$ cat config.mk
export PLATFORM = sky130hd
export DESIGN_NAME = fb_port_arbiter
export DESIGN_NICKNAME = d
export VERILOG_FILES = /design/src/rtl/fb_port_arbiter.sv
export SDC_FILE = /design/constraint.sdc
export NUM_CORES = 1
export LEC_CHECK = 0
export ABC_CLOCK_PERIOD_IN_PS = 8300
export CAP_MARGIN = 40
export CORE_UTILIZATION = 43
export DETAILED_ROUTE_END_ITERATION = 10
export PLACE_DENSITY = 0.7
export SLEW_MARGIN = 20
export SYNTH_ARGS = -nofsm -noshare
export SYNTH_HDL_FRONTEND = slang
export SYNTH_SLANG_ARGS = --single-unit
$ cat constraint.sdc
create_clock -name clk -period 8.3 [get_ports clk]
set_input_delay 1.66 -clock clk [delete_from_list [all_inputs] [get_ports clk]]
set_output_delay 1.66 -clock clk [all_outputs]
set_load 0.01 [all_outputs]
$ cat src/rtl/fb_port_arbiter.sv
// Frame-buffer port arbiter: VGA prefetch reads win the single RAM port, capture writes drain from a FIFO.
// Optional statistics counters are enabled with `define FB_ARB_STATS_EN.
`timescale 1ns/1ps
module fb_port_arbiter #(
    parameter int DW         = 12,
    parameter int AW         = 15,
    parameter int IMG_W      = 160,
    parameter int IMG_H      = 120,
    parameter int FIFO_DEPTH = 4
) (
    input  logic          clk,
    input  logic          rst,
    input  logic [9:0]    posX,
    input  logic [9:0]    posY,
    output logic [DW-1:0] pixel_to_vga,
    input  logic          cap_valid,
    output logic          cap_ready,
    input  logic [AW-1:0] cap_addr,
    input  logic [DW-1:0] cap_data,
    output logic [AW-1:0] mem_addr,
    output logic          mem_we,
    output logic [DW-1:0] mem_wdata,
    input  logic [DW-1:0] mem_rdata,
    output logic [15:0]   drop_cnt,
    output logic [15:0]   stall_cnt
);

    localparam int PW = $clog2(FIFO_DEPTH);

    logic [10:0]   nx;
    logic [9:0]    ny;
    logic          en_q;
    logic          read_slot;
    logic [AW-1:0] rd_addr;
    logic          in_range;
    logic          push_ok;
    logic          pop;
    logic [PW:0]   count_q, count_d;
    logic [PW-1:0] wr_ptr_q, rd_ptr_q;
    logic          cap_ready_q;
    logic          rd_pend_q;
    logic [DW-1:0] pixel_q;
    logic [AW-1:0] addr_q;
    logic [DW-1:0] wdata_q;
    logic [AW-1:0] fifo_addr_q [FIFO_DEPTH];
    logic [DW-1:0] fifo_data_q [FIFO_DEPTH];

    // Lookahead two pixels so the read result lands exactly when the driver reaches that pixel.
    // NOTE: blocking assignments in combinational logic; each statement sees the previous one's result.
    always_comb begin
        nx = {1'b0, posX} + 11'd2;
        ny = posY;
        if (nx >= 11'd800) begin
            nx = nx - 11'd800;
            ny = ny + 10'd1;
        end
        if (ny >= 10'd525) ny = 10'd0;
    end

    assign read_slot = en_q && (nx < 11'd640) && (ny < 10'd480) && (nx[1:0] == 2'b00);
    assign rd_addr   = AW'(ny[9:2]) * AW'(IMG_W) + AW'(nx[10:2]);
    assign in_range  = 32'(cap_addr) < 32'(IMG_W * IMG_H);
    assign push_ok   = cap_valid && cap_ready_q && in_range;
    assign pop       = !read_slot && (count_q != '0);
    assign count_d   = count_q + (PW+1)'(push_ok) - (PW+1)'(pop);

    always_comb begin
        mem_addr  = addr_q;
        mem_wdata = wdata_q;
        mem_we    = 1'b0;
        if (read_slot) begin
            mem_addr = rd_addr;
        end else if (pop) begin
            mem_addr  = fifo_addr_q[rd_ptr_q];
            mem_wdata = fifo_data_q[rd_ptr_q];
            mem_we    = 1'b1;
        end
    end

    // NOTE: sequential state uses non-blocking assignments so every register samples pre-edge values.
    always_ff @(posedge clk or negedge rst) begin
        if (!rst) begin
            en_q        <= 1'b0;
            count_q     <= '0;
            wr_ptr_q    <= '0;
            rd_ptr_q    <= '0;
            cap_ready_q <= 1'b0;
            rd_pend_q   <= 1'b0;
            pixel_q     <= '0;
            addr_q      <= '0;
            wdata_q     <= '0;
        end else begin
            en_q        <= 1'b1;
            count_q     <= count_d;
            cap_ready_q <= count_d < (PW+1)'(FIFO_DEPTH);
            rd_pend_q   <= read_slot;
            addr_q      <= mem_addr;
            wdata_q     <= mem_wdata;
            if (push_ok) wr_ptr_q <= wr_ptr_q + PW'(1);
            if (pop)     rd_ptr_q <= rd_ptr_q + PW'(1);
            if (rd_pend_q) pixel_q <= mem_rdata;
        end
    end

    // NOTE: FIFO storage has no reset; the pointers and count alone decide which entries are live.
    always_ff @(posedge clk) begin
        if (push_ok) begin
            fifo_addr_q[wr_ptr_q] <= cap_addr;
            fifo_data_q[wr_ptr_q] <= cap_data;
        end
    end

    assign pixel_to_vga = pixel_q;
    assign cap_ready    = cap_ready_q;

`ifdef FB_ARB_STATS_EN
    logic [15:0] drop_q, stall_q;

    always_ff @(posedge clk or negedge rst) begin
        if (!rst) begin
            drop_q  <= '0;
            stall_q <= '0;
        end else begin
            if (cap_valid && cap_ready_q && !in_range && drop_q != 16'hFFFF)
                drop_q <= drop_q + 16'd1;
            if (cap_valid && !cap_ready_q && stall_q != 16'hFFFF)
                stall_q <= stall_q + 16'd1;
        end
    end

    assign drop_cnt  = drop_q;
    assign stall_cnt = stall_q;
`else
    assign drop_cnt  = 16'd0;
    assign stall_cnt = 16'd0;
`endif

endmodule
==> impl_metrics.py, run 1 <==
metrics = {
    "critical_path": {
        "crit_path_end_kind": "output port",
        "start_kind": "primary input",
        "crit_slowest_cell": "or4_4",
        "path_buf_inv": 3,
        "crit_type": "primary input to output port",
        "crit_family": "simple AND/OR/NAND/NOR gates",
        "path_max_fanout": 3,
        "required_ns": 6.64,
        "crit_path_cell_trace": "buf_2 > nand3_4 > or3_4 > and2_4 > ha_2 > and3b_1 > and3_4 > or4_4 > a222oi_1 > nor2_1 > a21oi_2 > nor2_2 > buf_4 > ha_1 > ha_1 > a21oi_1 > o21bai_1 > a21oi_1 > xnor2_1 > nand3_1 > xnor2_1 > mux2i_1 > buf_2",
        "max_stage_delay_ns": 0.49,
        "worstPathArrival_ns": 6.38,
    },
    "detailed_routing": {
        "drc": 0,
        "route.met2.wl_um": 8360,
        "vias": 4854,
        "wirelength_um": 16300,
        "ant_nets": 0,
        "met3WireLength_um": 878,
        "via_per_inst": 5.16,
        "post_drt_wl_per_cell_um": 17.4,
        "dr.max_layer_used": "met4",
        "drtPass1Iterations": 4,
        "wl_met1_um": 6880,
        "first_iter_violations": 213,
    },
    "floorplan": {
        "initial_core_util_pct": 44.2,
        "num_rows": 48,
        "pin_count": 135,
        "die_w_um": 136,
        "fp.dieH_um": 136,
        "die_area_um2": 18400,
        "core_area_um2": 17400,
    },
    "placement": {
        "io_buffers": 102,
        "hpwl_um": 11600,
        "gp_congestion": 0.851,
        "preCtsSetupSlack_ns": -0.697,
        "placed_cell_area_um2": 9350,
    },
    "cts": {
        "clk_path_buf_depth": 2,
        "ctsHtreeMaxLevel": 4,
        "cts-root-buf": "clkbuf_16",
        "clk_pin_slew_ns": 0.06,
        "clock_latency_ns": 0.42,
        "cts_tree": "done",
        "cts_buffers": 17,
        "cts_hold_buf": 0,
        "clock_sinks": 157,
    },
    "timing": {
        "period_minus_slack_ns": 8.04,
        "fmax_mhz": 124,
        "fin_ws_ns": 0.255,
        "slew_violations": 0,
        "relSlewSlack_pct": 50.3,
        "final.period_utilization_pct": 96.9,
        "hold_violations": 0,
        "setup_violations": 0,
        "hold_ws_ns": 0.483,
        "clock_skew_ns": 0.00956,
        "worst_slew_pin_slew_ns": 0.746,
    },
    "synthesis": {
        "syn_avg_cell_area_um2": 14.8,
        "synthTopCellsByArea": "edfxtp_1 42%, dfrtp_1 16%, mux4_2 7.9%",
        "yosys_warnings": 0,
        "synth.distinct_cells": 68,
        "synth_ff_type": "edfxtp_1",
        "synth_area_leader_cell": "edfxtp_1",
        "seq_area_frac_synth_pct": 58.3,
        "yosys.area.top_type_share_pct": 42.3,
        "synthArstFlopShare_pct": 31.2,
        "synth_seq_cells": 157,
        "synth_edf_count": 108,
        "synth_area_um2": 7670,
        "synthCells": 519,
    },
    "job": {
        "max-cap-violations": 0,
    },
    "power_and_ir_drop": {
        "p_leak_nw": 3.88,
        "pwr-share-comb_pct": 35.0,
        "p_seq_share_pct": 37.8,
        "swShare_pct": 29.1,
        "power.switching_w": 0.000814,
        "clockPowerShare_pct": 27.2,
        "p_int_w": 0.00199,
        "total_power_w": 0.00280,
        "vdd_drop_max_uv": 193,
        "power_density_nw_per_um2": 280,
    },
    "global_route": {
        "overflow": 0,
        "antenna_found_initial": 0,
        "grt_max_degree": 50,
        "grt_pass1_vias": 5054,
        "grt_pass1_wl_um": 26100,
        "grt_util_all_layers_pct": 19.2,
    },
    "final_layout": {
        "nets": 793,
        "layout_common_cells": "108 x edfxtp_1, 89 x clkdlybuf4s50_1, 83 x buf_4",
        "multi_input_area_um2": 2930,
        "num_antenna_cells": 0,
        "drive_above_1_share_pct": 27.5,
        "synthToLayoutAreaGrowth_pct": 30.5,
        "layout_commonest_cell": "edfxtp_1",
        "nFillCells": 1377,
        "stdcell_area_um2": 10000,
        "seq_area_um2": 4470,
    },
    "outcome": {
        "status": "completed",
    },
    "worst_hold_path": {
        "hold_class": "register to register",
    },
}
[worst paths after layout]
path                                      start                       to  slack (ns)  cells after the start
max in group asynchronous                   rst  rd_ptr_q[0]$_DFFE_PN0N_        6.43                      2
hold / removal             wdata_q[3]$_DFF_PN0_     wdata_q[3]$_DFF_PN0_        0.48                      1
min in group asynchronous                   rst      cap_ready$_DFF_PN0_        1.35                      2
setup reg to reg           count_q[1]$_DFF_PN0_      cap_ready$_DFF_PN0_        5.76                     10
setup / recovery                        posX[3]             mem_addr[14]        0.26                     23
hold reg to reg            wdata_q[3]$_DFF_PN0_     wdata_q[3]$_DFF_PN0_        0.48                      1
[what timing repair did]
action	in CTS	in global routing
resized for setup	25	23
buffers inserted	5	2
setup endpoints to repair	8	8
pin swaps	5	9
[state kept, by name, summed over array words and instances, names as in the netlist]
register,cells
addr_q,15
cap_ready,1
count_q,3
en_q,1
fifo_addr_q,60
fifo_data_q,48
pixel_to_vga,12
rd_pend_q,1
rd_ptr_q,2
wdata_q,12
wr_ptr_q,2
[area by class of cell]
type,instances,share of cell area (%)
flip-flops and latches,157,44.7
multi-input cells,316,29.3
repair buffers,187,16.4
clock buffers,26,5.54
well taps,225,2.81
inverters,24,0.925
clock inverters,6,0.413
[cell families after synthesis]
| group | Yosys count | share of synthesized area, % |
|---|---|---|
| buffers and inverters | 77 | 5.84 |
| other | 2 | 0.0980 |
| muxes | 78 | 15.0 |
| DFF | 157 | 58.3 |
| xor gates and xnor gates | 26 | 2.97 |
| AOI/OAI and AO/OA | 64 | 5.94 |
| and+or+nand+nor | 87 | 6.99 |
| adders and majority gates | 28 | 4.86 |
[metal layers]
layer / global-route usage (%) / vias up
met5: 0 / -
met4: 6.74 / 0
met1: 23.3 / 2407
li1: - / 2274
met2: 33.2 / 152
met3: 4.83 / 21
[power by group through the flow]
| stage | clock (W) | combinational (W) | sequential [W] |
|---|---|---|---|
| after floorplan | 0 | 0.000554 | 0.00105 |
| after global placement | 0 | 0.000926 | 0.00109 |
| after detailed placement | 0 | 0.000987 | 0.00107 |
| after CTS | 0.000770 | 0.000990 | 0.00106 |
| after global routing | 0.000804 | 0.00106 | 0.00107 |
| final | 0.000761 | 0.000980 | 0.00106 |
[synth_stat cells (all sizes together) (5+ instances only)]
cell / instances
a21o: 5
a21oi: 17
a31oi: 5
and2: 7
and3: 6
buf: 44
clkbuf: 9
dfrtp: 49
edfxtp: 108
ha: 25
inv: 24
mux2: 25
mux2i: 26
mux4: 27
nand2: 9
nand3: 12
nand4: 14
nor2: 14
nor3: 7
o21ai: 9
xnor2: 19
xor2: 7
[metrics by stage]
stage	std cells	utilization, %	setup TNS [ns]
detailed placement	903	53.9	-3.34
CTS	940	57.5	0
global route	941	57.6	-0.0104
finish	941	57.6	0
global placement	902	53.7	-2.31
floorplan	550	-	0
[worst reg2reg max path: cells and delay by family (launching register included)]
family	cells	cell delay, ns
fa+ha+maj	3	0.85
buf+inv	4	0.63
flops	1	0.42
simple gates	1	0.24
xor+xnor	1	0.21
compound gates	1	0.07
No activity file was read; power rests on OpenSTA's default activity.
==> run 2, diff against run 1 <==
--- a/config.mk
+++ b/config.mk
@@ -9,6 +9,7 @@
 export CAP_MARGIN = 40
 export CORE_UTILIZATION = 43
 export DETAILED_ROUTE_END_ITERATION = 10
+export GPL_ROUTABILITY_DRIVEN = 0
 export PLACE_DENSITY = 0.7
 export SLEW_MARGIN = 20
 export SYNTH_ARGS = -nofsm -noshare
==> run 2 against run 1 <==
  * Worst setup slack better by 0.065 ns
  * Sequential power is essentially flat
  * Clock power is 2.9% lower
  * Worst hold slack worse by 0.0010 ns
  * Clock-buffer cell count is 1 higher
  * Combinational power grew 0.6%
  * Core utilization grew 0.14 points
  * Final area rose by 0.25%
  * Critical endpoint unchanged
  * Largest power group unchanged
==> impl_metrics.py, run 2 (same netlist as run 1, synthesis figures left out) <==
metrics = {
    "final_layout": {
        "stdcell_area_um2": 10000,
        "reg_top3": "fifo_addr_q x60, fifo_data_q x48, addr_q x15",
        "num_antenna_cells": 0,
        "layout_common_cells": "108 x edfxtp_1, 88 x clkdlybuf4s50_1, 82 x buf_4",
        "seq_area_um2": 4470,
        "synthToLayoutAreaGrowth_pct": 30.8,
        "largest_register_ffs": 60,
        "nFillCells": 1356,
        "regMostFlops": "fifo_addr_q",
        "drive_above_1_share_pct": 27.6,
        "nets": 792,
        "layout_commonest_cell": "edfxtp_1",
        "multi_input_area_um2": 2970,
    },
    "critical_path": {
        "crit_slowest_cell": "or4_4",
        "path_buf_inv": 4,
        "start_kind": "primary input",
        "crit_path_cell_trace": "clkbuf_2 > nand3_4 > or3_4 > and2_4 > ha_1 > and3b_1 > and3_1 > or4_4 > a222oi_1 > nor2_1 > a21oi_2 > nor2_2 > ha_1 > ha_2 > inv_1 > fa_2 > inv_1 > a21o_1 > a21oi_4 > xnor2_2 > nand3_1 > xnor2_1 > mux2i_1 > clkbuf_2",
        "worstPathArrival_ns": 6.32,
        "crit_type": "primary input to output port",
        "crit_family": "simple AND/OR/NAND/NOR gates",
        "crit_path_end_kind": "output port",
        "path_max_fanout": 3,
        "required_ns": 6.64,
        "max_stage_delay_ns": 0.50,
    },
    "detailed_routing": {
        "ant_nets": 0,
        "first_iter_violations": 248,
        "wirelength_um": 16000,
        "via_per_inst": 5.22,
        "post_drt_wl_per_cell_um": 17.1,
        "vias": 4908,
        "drtPass1Iterations": 4,
        "drc": 0,
    },
    "global_route": {
        "antenna_found_initial": 0,
        "grt_pass1_wl_um": 26000,
        "grt_pass1_vias": 5182,
        "grt_util_all_layers_pct": 18.7,
        "grt_max_degree": 50,
        "overflow": 0,
    },
    "cts": {
        "cts_hold_buf": 0,
        "clock_sinks": 157,
        "clk_pin_slew_ns": 0.06,
        "cts_tree": "done",
        "cts-root-buf": "clkbuf_16",
        "clk_path_buf_depth": 2,
        "clock_latency_ns": 0.42,
        "ctsHtreeMaxLevel": 4,
        "cts_buffers": 17,
    },
    "timing": {
        "fin_ws_ns": 0.321,
        "setup_violations": 0,
        "relSlewSlack_pct": 54.0,
        "final.period_utilization_pct": 96.1,
        "fmax_mhz": 125,
        "clock_skew_ns": 0.00455,
        "slew_violations": 0,
        "hold_violations": 0,
        "worst_slew_pin_slew_ns": 0.690,
        "period_minus_slack_ns": 7.98,
    },
    "worst_hold_path": {
        "hold_class": "register to register",
    },
    "placement": {
        "hpwl_um": 11100,
        "placed_cell_area_um2": 9310,
        "preCtsSetupSlack_ns": -0.627,
        "io_buffers": 102,
    },
    "job": {
        "max-cap-violations": 0,
    },
    "power_and_ir_drop": {
        "vdd_drop_max_uv": 185,
        "power_density_nw_per_um2": 278,
        "p_leak_nw": 3.90,
    },
    "floorplan": {
        "fp.dieH_um": 136,
        "die_area_um2": 18400,
        "num_rows": 48,
        "die_w_um": 136,
        "initial_core_util_pct": 44.2,
        "pin_count": 135,
        "core_area_um2": 17400,
    },
    "outcome": {
        "status": "completed",
    },
}
[run 2: timing repair]
item / CTS / global route
resized for setup: 25 / 25
hold endpoints to repair: 0 / 0
cloned: 0 / 0
endpoints found under the setup margin: 8 / 19
buffers inserted: 6 / 1
pin swaps: 4 / 10
[run 2: cell type report]
class,count,share of cell area (%)
Inverter,24,0.923
Sequential cell,157,44.6
Clock inverter,5,0.250
Multi-Input combinational cell,316,29.6
Clock buffer,27,5.54
Timing Repair Buffer,186,16.3
Tap cell,225,2.81
[run 2: through the flow]
step / hold slack [ns] / utilization [%] / TNS, ns / std cells / total power (W)
after global placement: 0.473 / 53.5 / -2.31 / 899 / 0.00201
after CTS: 0.486 / 57.5 / -0.263 / 938 / 0.00281
after global routing: 0.498 / 57.8 / -0.0138 / 940 / 0.00293
after detailed placement: 0.470 / 53.7 / -3.10 / 900 / 0.00205
after floorplan: 0.513 / - / 0 / 550 / 0.00160
final: 0.482 / 57.8 / 0 / 940 / 0.00279
[run 2: routing by layer]
layer  wire length, um  track usage, %
met5                 0               0
met4               349            7.80
met3               895            4.83
met2              8120            31.8
met1              6680            22.7
[run 2: where the power goes]
part	leakage, nW	switching (W)	total [W]	internal, W
clock	0.293	0.000283	0.000739	0.000456
combinational	2.05	0.000452	0.000986	0.000534
sequential	1.55	0.0000686	0.00106	0.000995
total	3.90	0.000804	0.00279	0.00198
[run 2: final timing paths]
kind                       cells after the start                  from                      end  slack [ns]
max in group asynchronous                      2                   rst  rd_ptr_q[0]$_DFFE_PN0N_        6.45
hold / removal                                 1  wdata_q[4]$_DFF_PN0_     wdata_q[4]$_DFF_PN0_        0.48
setup / recovery                              24               posX[3]             mem_addr[14]        0.32
hold reg to reg                                1  wdata_q[4]$_DFF_PN0_     wdata_q[4]$_DFF_PN0_        0.48
setup reg to reg                              10  count_q[1]$_DFF_PN0_      cap_ready$_DFF_PN0_        5.77
min in group asynchronous                      2                   rst      cap_ready$_DFF_PN0_        1.36
